==> src/rtl/mips_multicycle_control_pkg.sv <==
// Shared definitions for the multicycle MIPS controller.
// Holds the opcode and funct field values, the ALU_Control codes, the ALU-op
// codes handed to the ALU decoder, the FSM state encoding, and the per-state
// control word together with the functions that decode a state into it.
package mips_multicycle_control_pkg;

  localparam int unsigned State_Width = 4;

  // Opcode field values
  localparam logic [5:0] OpLw    = 6'b100011;
  localparam logic [5:0] OpSw    = 6'b101011;
  localparam logic [5:0] OpRtype = 6'b000000;
  localparam logic [5:0] OpAddi  = 6'b001000;
  localparam logic [5:0] OpBeq   = 6'b000100;
  localparam logic [5:0] OpJ     = 6'b000010;
  localparam logic [5:0] OpBne   = 6'b000101;

  // Funct field values for the supported R-type operations
  localparam logic [5:0] FunctAdd = 6'b100000;
  localparam logic [5:0] FunctSub = 6'b100010;
  localparam logic [5:0] FunctSlt = 6'b101010;
  localparam logic [5:0] FunctMul = 6'b011100;

  // ALU_Control codes
  localparam logic [2:0] AluAdd = 3'b010;
  localparam logic [2:0] AluSub = 3'b100;
  localparam logic [2:0] AluSlt = 3'b110;
  localparam logic [2:0] AluMul = 3'b101;
  localparam logic [2:0] AluOff = 3'b000;

  // ALU-op handed to the decoder; AluOpNone drives ALU_Control to 000 (IDLE).
  typedef enum logic [1:0] {
    AluOpAdd   = 2'b00,
    AluOpSub   = 2'b01,
    AluOpFunct = 2'b10,
    AluOpNone  = 2'b11
  } alu_op_e;

  typedef enum logic [State_Width-1:0] {
    StIdle    = 4'd0,
    StFetch   = 4'd1,
    StDecode  = 4'd2,
    StMemAdr  = 4'd3,
    StMemRd   = 4'd4,
    StMemWb   = 4'd5,
    StMemWr   = 4'd6,
    StExecute = 4'd7,
    StAluWb   = 4'd8,
    StAddiEx  = 4'd9,
    StAddiWb  = 4'd10,
    StBranch  = 4'd11,
    StJump    = 4'd12
  } state_e;

  // Registered control word. gate_ready marks states whose IR_write, PC write
  // and instr_done only take effect in the cycle mem_ready is high.
  typedef struct packed {
    logic       iord;
    logic       mem_write;
    logic       ir_write;
    logic       reg_dest;
    logic       mem_to_reg;
    logic       reg_write;
    logic       alu_src_a;
    logic [1:0] alu_src_b;
    logic [1:0] pc_src;
    logic       pc_write;
    logic       branch;
    logic       branch_ne;
    logic       done;
    logic       gate_ready;
  } ctrl_t;

  function automatic ctrl_t state_ctrl(input state_e st, input logic is_bne);
    ctrl_t c;
    c = '0;
    case (st)
      StFetch: begin
        c.alu_src_b  = 2'b01;
        c.ir_write   = 1'b1;
        c.pc_write   = 1'b1;
        c.gate_ready = 1'b1;
      end
      StDecode: c.alu_src_b = 2'b11;
      StMemAdr: begin
        c.alu_src_a = 1'b1;
        c.alu_src_b = 2'b10;
      end
      StMemRd: c.iord = 1'b1;
      StMemWb: begin
        c.reg_write  = 1'b1;
        c.mem_to_reg = 1'b1;
        c.done       = 1'b1;
      end
      StMemWr: begin
        c.iord       = 1'b1;
        c.mem_write  = 1'b1;
        c.done       = 1'b1;
        c.gate_ready = 1'b1;
      end
      StExecute: c.alu_src_a = 1'b1;
      StAluWb: begin
        c.reg_write = 1'b1;
        c.reg_dest  = 1'b1;
        c.done      = 1'b1;
      end
      StAddiEx: begin
        c.alu_src_a = 1'b1;
        c.alu_src_b = 2'b10;
      end
      StAddiWb: begin
        c.reg_write = 1'b1;
        c.done      = 1'b1;
      end
      StBranch: begin
        c.alu_src_a = 1'b1;
        c.pc_src    = 2'b01;
        c.branch    = 1'b1;
        c.branch_ne = is_bne;
        c.done      = 1'b1;
      end
      StJump: begin
        c.pc_src   = 2'b10;
        c.pc_write = 1'b1;
        c.done     = 1'b1;
      end
      default: c = '0;
    endcase
    return c;
  endfunction

  function automatic alu_op_e state_alu_op(input state_e st);
    case (st)
      StIdle:    return AluOpNone;
      StExecute: return AluOpFunct;
      StBranch:  return AluOpSub;
      StFetch, StDecode, StMemAdr, StMemRd, StMemWb, StMemWr,
      StAluWb, StAddiEx, StAddiWb, StJump: return AluOpAdd;
      default:   return AluOpNone;
    endcase
  endfunction

endpackage

==> src/rtl/mips_multicycle_control_alu_decoder.sv <==
// ALU decoder for the multicycle MIPS controller (combinational).
// Ports:
//   Alu_op      in   ALU-op from the FSM (add, sub, by-funct, none)
//   Funct       in   funct field of the instruction register
//   ALU_Control out  ALU operation select
//   funct_valid out  Funct is one of add/sub/slt/mul (independent of Alu_op)
module mips_multicycle_control_alu_decoder
  import mips_multicycle_control_pkg::*;
#(
  parameter int unsigned Funct_Width       = 6,
  parameter int unsigned ALU_Control_Width = 3
) (
  input  alu_op_e                      Alu_op,
  input  logic [Funct_Width-1:0]       Funct,
  output logic [ALU_Control_Width-1:0] ALU_Control,
  output logic                         funct_valid
);

  logic [ALU_Control_Width-1:0] funct_ctrl;

  // Kept separate from the Alu_op mux so funct_valid depends on Funct alone.
  always_comb begin
    funct_valid = 1'b1;
    funct_ctrl  = AluAdd;
    case (Funct)
      FunctAdd: funct_ctrl = AluAdd;
      FunctSub: funct_ctrl = AluSub;
      FunctSlt: funct_ctrl = AluSlt;
      FunctMul: funct_ctrl = AluMul;
      default: begin
        funct_valid = 1'b0;
        funct_ctrl  = AluAdd;
      end
    endcase
  end

  always_comb begin
    ALU_Control = AluOff;
    case (Alu_op)
      AluOpAdd:   ALU_Control = AluAdd;
      AluOpSub:   ALU_Control = AluSub;
      AluOpFunct: ALU_Control = funct_ctrl;
      default:    ALU_Control = AluOff;
    endcase
  end

endmodule

==> src/rtl/mips_multicycle_control.sv <==
// Multicycle MIPS controller: Moore FSM sequencing fetch/decode/execute/memory/
// writeback for lw, sw, R-type (add/sub/slt/mul), addi, beq and j over a shared
// memory and ALU, with a memory-ready handshake and illegal-instruction pulse.
// Ports:
//   clk, rst             clock (rising edge), asynchronous active-high reset
//   Op_Code, Funct       instruction register fields
//   zero                 ALU zero flag
//   mem_ready            memory access completes this cycle
//   IorD .. ALU_Control  datapath mux selects and enables
//   PC_en                PC load, PC_write | (Branch & zero) folded in here
//   instr_done           pulse in the final state of each instruction
//   illegal_op           pulse in DECODE for an unsupported opcode or funct
// Build option: define BNE_EN to accept bne (000101) as a branch on ~zero;
// without it bne is reported as illegal.
module mips_multicycle_control
  import mips_multicycle_control_pkg::*;
#(
  parameter int unsigned Op_Code_Width     = 6,
  parameter int unsigned Funct_Width       = 6,
  parameter int unsigned ALU_Control_Width = 3
) (
  input  logic                         clk,
  input  logic                         rst,
  input  logic [Op_Code_Width-1:0]     Op_Code,
  input  logic [Funct_Width-1:0]       Funct,
  input  logic                         zero,
  input  logic                         mem_ready,
  output logic                         IorD,
  output logic                         Mem_write,
  output logic                         IR_write,
  output logic                         Reg_Dest,
  output logic                         Mem_to_Reg,
  output logic                         Reg_write,
  output logic                         Alu_Src_A,
  output logic [1:0]                   Alu_Src_B,
  output logic [1:0]                   PC_src,
  output logic                         PC_en,
  output logic [ALU_Control_Width-1:0] ALU_Control,
  output logic                         instr_done,
  output logic                         illegal_op
);

  state_e                       state_q, state_d;
  ctrl_t                        ctrl_q, ctrl_d;
  alu_op_e                      alu_op_d;
  logic [ALU_Control_Width-1:0] alu_control_q, alu_control_d;
  logic                         funct_valid;
  logic                         opcode_legal;
  logic                         is_bne;
  logic                         ready_ok;

  always_comb begin
    is_bne = 1'b0;
`ifdef BNE_EN
    is_bne = (Op_Code == OpBne);
`endif
  end

  always_comb begin
    opcode_legal = 1'b0;
    case (Op_Code)
      OpLw, OpSw, OpAddi, OpBeq, OpJ: opcode_legal = 1'b1;
      OpRtype:                        opcode_legal = funct_valid;
      default:                        opcode_legal = is_bne;
    endcase
  end

  always_comb begin
    state_d = state_q;
    case (state_q)
      StIdle:  state_d = StFetch;
      StFetch: state_d = mem_ready ? StDecode : StFetch;
      StDecode: begin
        if (!opcode_legal) begin
          state_d = StFetch;
        end else begin
          case (Op_Code)
            OpLw, OpSw: state_d = StMemAdr;
            OpRtype:    state_d = StExecute;
            OpAddi:     state_d = StAddiEx;
            OpBeq:      state_d = StBranch;
            OpJ:        state_d = StJump;
            default:    state_d = is_bne ? StBranch : StFetch;
          endcase
        end
      end
      StMemAdr:  state_d = (Op_Code == OpSw) ? StMemWr : StMemRd;
      StMemRd:   state_d = mem_ready ? StMemWb : StMemRd;
      StMemWb:   state_d = StFetch;
      StMemWr:   state_d = mem_ready ? StFetch : StMemWr;
      StExecute: state_d = StAluWb;
      StAluWb:   state_d = StFetch;
      StAddiEx:  state_d = StAddiWb;
      StAddiWb:  state_d = StFetch;
      StBranch:  state_d = StFetch;
      StJump:    state_d = StFetch;
      default:   state_d = StIdle;
    endcase
  end

  // Control word and ALU select are decoded from the next state so they leave
  // the register already matching the state being entered.
  assign ctrl_d   = state_ctrl(state_d, is_bne);
  assign alu_op_d = state_alu_op(state_d);

  mips_multicycle_control_alu_decoder #(
    .Funct_Width       (Funct_Width),
    .ALU_Control_Width (ALU_Control_Width)
  ) u_alu_decoder (
    .Alu_op      (alu_op_d),
    .Funct       (Funct),
    .ALU_Control (alu_control_d),
    .funct_valid (funct_valid)
  );

  always_ff @(posedge clk or posedge rst) begin
    if (rst) begin
      state_q       <= StIdle;
      ctrl_q        <= '0;
      alu_control_q <= '0;
    end else begin
      state_q       <= state_d;
      ctrl_q        <= ctrl_d;
      alu_control_q <= alu_control_d;
    end
  end

  // Handshake- and flag-qualified strobes must react within the current cycle.
  assign ready_ok    = ~ctrl_q.gate_ready | mem_ready;

  assign IorD        = ctrl_q.iord;
  assign Mem_write   = ctrl_q.mem_write;
  assign IR_write    = ctrl_q.ir_write & ready_ok;
  assign Reg_Dest    = ctrl_q.reg_dest;
  assign Mem_to_Reg  = ctrl_q.mem_to_reg;
  assign Reg_write   = ctrl_q.reg_write;
  assign Alu_Src_A   = ctrl_q.alu_src_a;
  assign Alu_Src_B   = ctrl_q.alu_src_b;
  assign PC_src      = ctrl_q.pc_src;
  assign PC_en       = (ctrl_q.pc_write & ready_ok) |
                       (ctrl_q.branch & (zero ^ ctrl_q.branch_ne));
  assign ALU_Control = alu_control_q;
  assign instr_done  = ctrl_q.done & ready_ok;
  assign illegal_op  = (state_q == StDecode) & ~opcode_legal;

endmodule

==> config.mk <==
export PLATFORM = sky130hd
export DESIGN_NAME = mips_multicycle_control
export DESIGN_NICKNAME = d
export VERILOG_FILES = /design/src/rtl/mips_multicycle_control_pkg.sv /design/src/rtl/mips_multicycle_control_alu_decoder.sv /design/src/rtl/mips_multicycle_control.sv
export SDC_FILE = /design/constraint.sdc
export NUM_CORES = 1
export LEC_CHECK = 0
export ABC_AREA = 1
export BUFFER_PORTS_ARGS = -buffer_cell sky130_fd_sc_hd__clkbuf_2
export CORE_MARGIN = 1.5
export CORE_UTILIZATION = 40
export CTS_CLUSTER_SIZE = 16
export DETAILED_ROUTE_END_ITERATION = 10
export GPL_TIMING_DRIVEN = 0
export PLACE_DENSITY = 0.66
export SYNTH_ARGS = -nofsm -noshare
export SYNTH_HDL_FRONTEND = slang
export SYNTH_SLANG_ARGS = --single-unit
==> constraint.sdc <==
create_clock -name clk -period 2.35 [get_ports clk]
set_clock_uncertainty 0.1 [all_clocks]
set_input_delay 0.5875 -clock clk [delete_from_list [all_inputs] [get_ports clk]]
set_output_delay 0.5875 -clock clk [all_outputs]
set_load 0.03 [all_outputs]
Yosys cells after proc, flatten, opt, wreduce, memory -nomap -nowiden
Memories as Yosys holds them, arrays and structs flattened. Cells that the tools add are included.

Register bits: 23. Memory bits (read-only): 32. Bits of input ports: 16. Output and inout bits: 17. Word-level logic and storage cells: 100. Memories kept: 1.

Memory list: (name not given) (words 16, width 2, rd ports 1, clocked after memory_dff 0, wr ports 0, RTL line mips_multicycle_control_pkg.sv:133) `case (st)`.

Equality and inequality tests: 35. Multiplexer cells: 24. Bitwise operators: 10. Reductions and logical operators: 14.

Operator list (count): $eq A4 B4 Y1 const B (10); $eq A4 B3 Y1 const B (8); $pmux W4 S8 (1); $eq A6 B6 Y1 const B (5); $pmux W4 S5 (1); $pmux W3 S3 (2); $eq A4 B2 Y1 const B (4); $mux W1 (12); $reduce_or A6 Y1 (2); $reduce_or A2 Y1 (5); $eq A4 B1 Y1 const B (2); $reduce_or A4 Y1 (2); $eq A6 B2 Y1 const B (1); $eq A6 B3 Y1 const B (1); $eq A6 B4 Y1 const B (1); $eq A6 B5 Y1 const B (1); $logic_not A6 Y1 (1); $mux W2 (3); $pmux W2 S3 (1); $and A1 B1 Y1 (5); $reduce_or A5 Y1 (1); $logic_not A4 Y1 (1); $mux W4 (1); $pmux W2 S2 (1); other kinds (9) (11).

Depth between registers and ports, before layout
Gate-level depths: netlist of the first run.

Depth after elaboration: 9. Gate-level depth with buffers: 13. Mapped depth without buffers: 13.

Hierarchy
Synthesis of the first run repeated with hierarchy kept, for this count alone.

Cell total of the unflattened synthesis: 180. Area total of the unflattened synthesis: 1265.0 µm².

By module, submodules not included: mips_multicycle_control (times used 1, cells each 153, area an instance 1151.1 µm², seq. area each 525.5 µm²); mips_multicycle_control_alu_decoder (times used 1, cells each 27, area an instance 113.9 µm², seq. area each 0.0 µm²).

Worst setup path after synthesis of the first run
No wires, ideal clock.

Kind: input-to-output. From: in Op_Code[5]. To: out illegal_op. Arrival time: 1475 ps. Data required time: 1662 ps. Slack: 187 ps. Stages: 8. Path buffers: 0. Cells stage by stage: inv_1 > nand2_1 > nor2_2 > nand2_1 > nand2_2 > nor2_4 > nand2_4 > nor2_1.

Longest elaborated chain between the ends: 5. Elaborated cells on any way between the ends: 10. Classes of those cells: eq/ne (5); mux (1); bitwise (2); reduce/logical (2).

RTL lines: start, declared (RTL line mips_multicycle_control.sv:24) `input logic [Op_Code_Width-1:0] Op_Code,`; $eq A6 B6 Y1, or another cell as far along (RTL line mips_multicycle_control.sv:61) `case (Op_Code)`; $reduce_or A5 Y1 (RTL line mips_multicycle_control.sv:61); $pmux W1 S2 (*) (RTL line mips_multicycle_control.sv:61); $not A1 Y1 (*) (RTL line mips_multicycle_control.sv:144) `assign illegal_op = (state_q == StDecode) & ~opcode_legal;`; $and A1 B1 Y1 (*) (RTL line mips_multicycle_control.sv:144); end, declared (RTL line mips_multicycle_control.sv:40) `output logic illegal_op`.

Every way passes the cells marked *; elsewhere a longest branch is shown, timed or not.

Worst setup path in the final report of the first run
From: in Op_Code[4]. To: out illegal_op.

The elaborated chain is that of the path after synthesis.

==> metrics.txt, run 1 <==
GR Util All Layers 15.0%; met1 GRT Util 18.7%; core area 0.00308 sq mm; Final Hold Viols 0; Fillers 320; largest family of logic cells by synthesized area simple AND/OR/NAND/NOR gates; syn nets 191; # clock sinks 21; Die Width 60.3 um; status completed; CTS buffer count 3; Sequential Area 526 sq um; total power 1.56 mW; sequential share of the synthesized area 40.0%; cell row count 20; Pwr Density 1000 mW/mm^2; violation count after the first detailed-route iteration 21; worst-path cell chain clkbuf_2 -> inv_2 -> nand2_1 -> nor2_1 -> nand2_1 -> inv_2 -> nor2_4 -> nand2_4 -> nor2_1 -> clkbuf_2; DRC viols 0; minimum clock period 2.24 ns; setup TNS 0 ns; Die ar. 0.00364 sq mm; First-pass DRT Iterations 4; CP max stage cell clkbuf_2; WL/cell 9.47 um; CTS resizes 0; Leakage 0.911 nW; Clk pin slew, worst setup/hold paths 0.12 ns; Max Clk Rate 0.446 GHz; worst-case clock buffer depth 2; Synth Area per Inst 7.51 sq um; Yosys cell types 22; # setup viols final 0; max-cap violations 0; WL final 2.42 mm; critical path type in2out; multi-input combinational cell area 637 sq um; Netlist Area Pre-Place 0.00132 sq mm; first-pass GRT wire length 4.11 mm; worst skew pair latency 0.31 ns; yosys warns 0; Die H 60.3 um; Top Ports 33; Initial Util 42.7%; share of layout cells above drive strength 1 40.3%; VDD IR max 0.573 mV; vias per inst 4.45; Clock H-tree levels 1; Area Overhead vs Synth 18.5%; RSZ-0062 raised after global routing false; worst-path fanout max 4; GR Overflow Total 0; Req. time, crit path 1.66 ns; adder-cell share of the synthesized area 0%; crit share post-route 95.4%; gr busiest metal met2; CTS tree built; CP Launch Type input pin; Largest stage delay, worst path 0.21 ns; antenna diode count 0; simple-gate portion of the synthesized area 42.9%; Antenna Nets Post-Route 0; global placement routability congestion 0.801; # hold bufs at CTS 0; largest net degree at the start of global routing 22; PortBufs 32; HP Class in2async; final core utilization 50.6%; area share of xor/xnor cells in the synthesized design 0%; Clock Root Buffer clkbuf_4; post-DP HPWL 2.01 mm; via count 1135; grt met2 use 24.7%; number of synthesized register bits 21; initial antenna violation count 0; Slew Limit Fails 0; GR Layer Usage met3 5.76%; Worst slew margin 48.3%; Synth Area in Compound Gates 5.52%; number of global-route vias before repair 1014; # Post-CTS Setup Buffers 0; Mapped Cells 175; mux share of post-synthesis cell area 0%; # nets final 228; Critical Path AT 1.55 ns; slew of the pin with the lowest slew margin 0.774 ns; crit end category output pin
-- cell usage in the layout (no fill, tap or decap) --
master	synthesis	final
nand2_1	44	44
clkbuf_2	0	32
nor2_1	28	28
dfrtp_1	21	21
inv_1	18	18
inv_2	13	13
nand3_1	10	10
nor2_2	7	7
nand2_2	7	7
nand2_4	5	5
nor2_4	4	4
buf_4	4	4
o21ai_0	3	3
clkbuf_4	0	3
a21oi_4	2	2
inv_4	1	1
nand4_2	1	1
a21oi_2	1	1
nor3_4	1	1
nand3_2	1	1
nor3_2	1	1
nor4_1	1	1
o21ai_2	1	1
o211ai_1	1	1
clkinv_2	0	1
-- cell families (layout without fill, tap and decap cells) --
logic type / count (synthesis) / after routing
and+or+nand+nor: 110 / 110
AOI/OAI and AO/OA: 8 / 8
buffers and inverters: 36 / 72
DFF: 21 / 21
-- registers in the layout, summed over array words and instances (netlist names) --
name         flops
Mem_write        1
ctrl_q           4
Alu_Src_B        2
Reg_write        1
ALU_Control      3
Reg_Dest         1
Mem_to_Reg       1
PC_src           2
Alu_Src_A        1
state_q          4
IorD             1
-- final timing paths --
path | start | end | slack [ns] | cells past startpoint
min in group clk | Funct[5] | ALU_Control[0]$_DFF_PP0_ | 0.51 | 4
worst max-delay path | Op_Code[4] | illegal_op | 0.11 | 10
worst min register to register | state_q[0]$_DFF_PP0_ | Reg_Dest$_DFF_PP0_ | 0.53 | 2
max in group asynchronous | rst | state_q[1]$_DFF_PP0_ | 1.38 | 2
worst min-delay path | rst | ctrl_q[4]$_DFF_PP0_ | 0.28 | 2
worst max register to register | state_q[3]$_DFF_PP0_ | ALU_Control[1]$_DFF_PP0_ | 0.62 | 12
-- worst max-delay path: cells and delay by family --
family / cells / cell delay (ns)
and+or+nand+nor: 6 / 0.55
buffers and inverters: 4 / 0.41
-- cell usage after synthesis --
| master | instances | area, sq um |
|---|---|---|
| a21oi_2 | 1 | 8.76 |
| a21oi_4 | 2 | 32.5 |
| buf_4 | 4 | 30.0 |
| dfrtp_1 | 21 | 526 |
| inv_1 | 18 | 67.6 |
| inv_2 | 13 | 48.8 |
| inv_4 | 1 | 6.26 |
| nand2_1 | 44 | 165 |
| nand2_2 | 7 | 43.8 |
| nand2_4 | 5 | 56.3 |
| nand3_1 | 10 | 50.1 |
| nand3_2 | 1 | 10.0 |
| nand4_2 | 1 | 12.5 |
| nor2_1 | 28 | 105 |
| nor2_2 | 7 | 43.8 |
| nor2_4 | 4 | 45.0 |
| nor3_2 | 1 | 10.0 |
| nor3_4 | 1 | 16.3 |
| nor4_1 | 1 | 6.26 |
| o211ai_1 | 1 | 7.51 |
| o21ai_0 | 3 | 15.0 |
| o21ai_2 | 1 | 8.76 |
-- power by group --
group	switching (mW)	total [mW]	internal (mW)
Combinational	0.589	0.871	0.282
Clock	0.109	0.172	0.0635
Sequential	0.0460	0.514	0.468
Total	0.744	1.56	0.814
-- cell type report --
cell class              instances  share of cell area, %
clock buffers                   3                   1.45
clock inverters                 1                  0.321
inverters                      32                   7.87
flip-flops and latches         21                   33.7
multi-input cells             118                   40.9
well taps                      44                   3.53
plain buffers                   4                   1.93
repair buffers                 32                   10.3
-- metrics by stage --
stage | setup slack [ns] | cell area, sq um | instances | hold WS, ns
after detailed placement | 0.103 | 1530 | 251 | 0.509
after CTS | 0.0972 | 1560 | 255 | 0.299
after global placement | 0.126 | 1530 | 251 | 0.505
after global routing | 0.0146 | 1560 | 255 | 0.342
after floorplan | 0.187 | 1320 | 175 | 0.455
final | 0.108 | 1560 | 255 | 0.283
-- routing by layer --
metal / part of all wire [%] / vias up
met5: 0 / -
met4: 0.87 / 0
met3: 4.2 / 2
met2: 47 / 29
met1: 48 / 510
li1: - / 594
(Power assumes the default switching activity.)
==> run 2: changes to the inputs <==
--- a/config.mk
+++ b/config.mk
@@ -9,6 +9,7 @@
 export BUFFER_PORTS_ARGS = -buffer_cell sky130_fd_sc_hd__clkbuf_2
 export CORE_MARGIN = 1.5
 export CORE_UTILIZATION = 40
+export CTS_CLUSTER_DIAMETER = 60
 export CTS_CLUSTER_SIZE = 16
 export DETAILED_ROUTE_END_ITERATION = 10
 export GPL_TIMING_DRIVEN = 0
==> constraint.sdc (replaced) <==
create_clock -name clk -period 2.1 [get_ports clk]
set_clock_uncertainty 0.1 [all_clocks]
set_input_delay 0.525 -clock clk [delete_from_list [all_inputs] [get_ports clk]]
set_output_delay 0.525 -clock clk [all_outputs]
set_load 0.03 [all_outputs]
==> run 2 against run 1 <==
Against the previous run:
- core utilization increased by 1.2 points
- clock-buffer cell count stayed put
- sequential share of layout area shrank 0.77 points
- largest cell class unchanged
- clock power up 11%
- critical path depth did not move
- register-to-register slack lost 0.25 ns
- highest routed layer unchanged
- total power increased by 14%
- first-iteration DRC count up 19%
==> metrics.txt, run 2 (synthesized netlist as in run 1, its figures left out) <==
Clk pwr share 10.8%; Initial Util 42.7%; CTS buffer count 3; critical path launch point Op_Code[2]; VDD IR max 0.638 mV; internal power 0.931 mW; # clock sinks 21; Critical Path AT 1.37 ns; initial antenna violation count 0; post-DP HPWL 2.01 mm; vias per inst 4.47; final core utilization 51.8%; CP Launch Type input pin; Die Width 60.3 um; Die ar. 0.00364 sq mm; combinational power share 56.9%; Pwr Density 1110 mW/mm^2; Worst slew margin 49.7%; commonest cells after routing, fill and taps aside 42 x nand2_1, 31 x clkbuf_2, 26 x nor2_1; core area 0.00308 sq mm; Top Ports 33; worst skew pair latency 0.30 ns; largest net degree at the start of global routing 22; HP Class in2async; sw frac 47.4%; violation count after the first detailed-route iteration 25; Switch Pwr 0.838 mW; Die H 60.3 um; minimum clock period 2.00 ns; crit end category output pin; global placement routability congestion 0.801; Final WS setup 0.101 ns; # nets final 230; PortBufs 32; share of layout cells above drive strength 1 42.7%; GR Util All Layers 15.0%; Clock H-tree levels 1; first-pass GRT wire length 4.11 mm; final std cells w/o fill 257; CTS tree built; Max Clk Rate 0.500 GHz; DRC viols 0; number of global-route vias before repair 1014; Area Overhead vs Synth 21.2%; max-cap violations 0; reg2reg start state_q[3]$_DFF_PP0_; GR Overflow Total 0; First-pass DRT Iterations 4; WL/cell 9.41 um; Clock Root Buffer clkbuf_4; Post-Place Cells 251; commonest non-fill, non-tap cell in the layout nand2_1; crit share post-route 95.2%; worst-path fanout max 3; RSZ-0062 raised after global routing false; via count 1150; setup TNS 0 ns; WL final 2.42 mm; worst-case clock buffer depth 2; setup slack after placement -0.0216 ns; Clk pin slew, worst setup/hold paths 0.12 ns; slew of the pin with the lowest slew margin 0.754 ns; Antenna Nets Post-Route 0; critical path type in2out; # setup viols final 0; Final Hold Viols 0; Req. time, crit path 1.47 ns; status completed; # hold bufs at CTS 0; Leakage 0.924 nW; antenna diode count 0; cell row count 20; Reg power frac 32.3%; Slew Limit Fails 0
run 2: cell count changes in the layout (fill, tap and decap cells not counted), sizes merged:
| cell | previous run | this run |
|---|---|---|
| buf | 4 | 7 |
| clkbuf | 35 | 34 |
run 2: metal layers:
metal | GRT usage [%] | up-vias | wire [um]
met5 | 0 | - | 0
met4 | 3.81 | 0 | 21
met3 | 5.76 | 2 | 110
met2 | 24.7 | 29 | 1150
met1 | 18.7 | 519 | 1130
li1 | - | 600 | -
run 2: path summary, 6_finish.rpt:
check / end / slack, ns / cells past startpoint
setup / recovery: illegal_op / 0.10 / 10
setup reg to reg: ALU_Control[1]$_DFF_PP0_ / 0.37 / 12
max in group asynchronous: Mem_to_Reg$_DFF_PP0_ / 1.21 / 2
min in group clk: ALU_Control[0]$_DFF_PP0_ / 0.45 / 4
hold reg to reg: Reg_Dest$_DFF_PP0_ / 0.54 / 2
hold / removal: ctrl_q[1]$_DFF_PP0_ / 0.21 / 2
run 2: what timing repair did:
action	CTS	global route
pin swaps	0	2
resized for setup	2	6
setup endpoints to repair	1	1
hold endpoints to repair	0	0
buffers inserted	0	2
run 2: cell type report:
cell class                      instances  area [sq um]
Multi-Input combinational cell        118           652
Clock inverter                          1          5.00
Inverter                               32           123
Buffer                                  4          30.0
Fill cell                             311          1480
Tap cell                               44          55.1
Timing Repair Buffer                   34           181
Sequential cell                        21           526
Clock buffer                            3          22.5
run 2: power by group through the flow:
| stage | combinational [mW] | clock (mW) | sequential (mW) |
|---|---|---|---|
| 2_1_floorplan | 0.708 | 0 | 0.649 |
| 3_3_place_gp | 0.983 | 0 | 0.580 |
| 3_5_place_dp | 0.986 | 0 | 0.585 |
| 4_1_cts | 0.993 | 0.197 | 0.577 |
| 5_1_grt | 1.12 | 0.217 | 0.583 |
| 6_report | 1.01 | 0.191 | 0.572 |
run 2: stage by stage:
stage	hold WS, ns	cell area (sq um)	power [mW]
floorplan	0.402	1320	1.36
global placement	0.505	1530	1.56
detailed placement	0.509	1530	1.57
CTS	0.236	1560	1.77
global route	0.280	1590	1.92
finish	0.214	1590	1.77
run 2: worst max-delay path, stage by stage:
cell and delay [ns]:
clkbuf_2 0.11, inv_1 0.06, nand2_1 0.06, nand2_1 0.05
nand2_1 0.07, nand2_2 0.09, nor2_4 0.13, nand2_4 0.07
nor2_4 0.08, buf_6 0.13
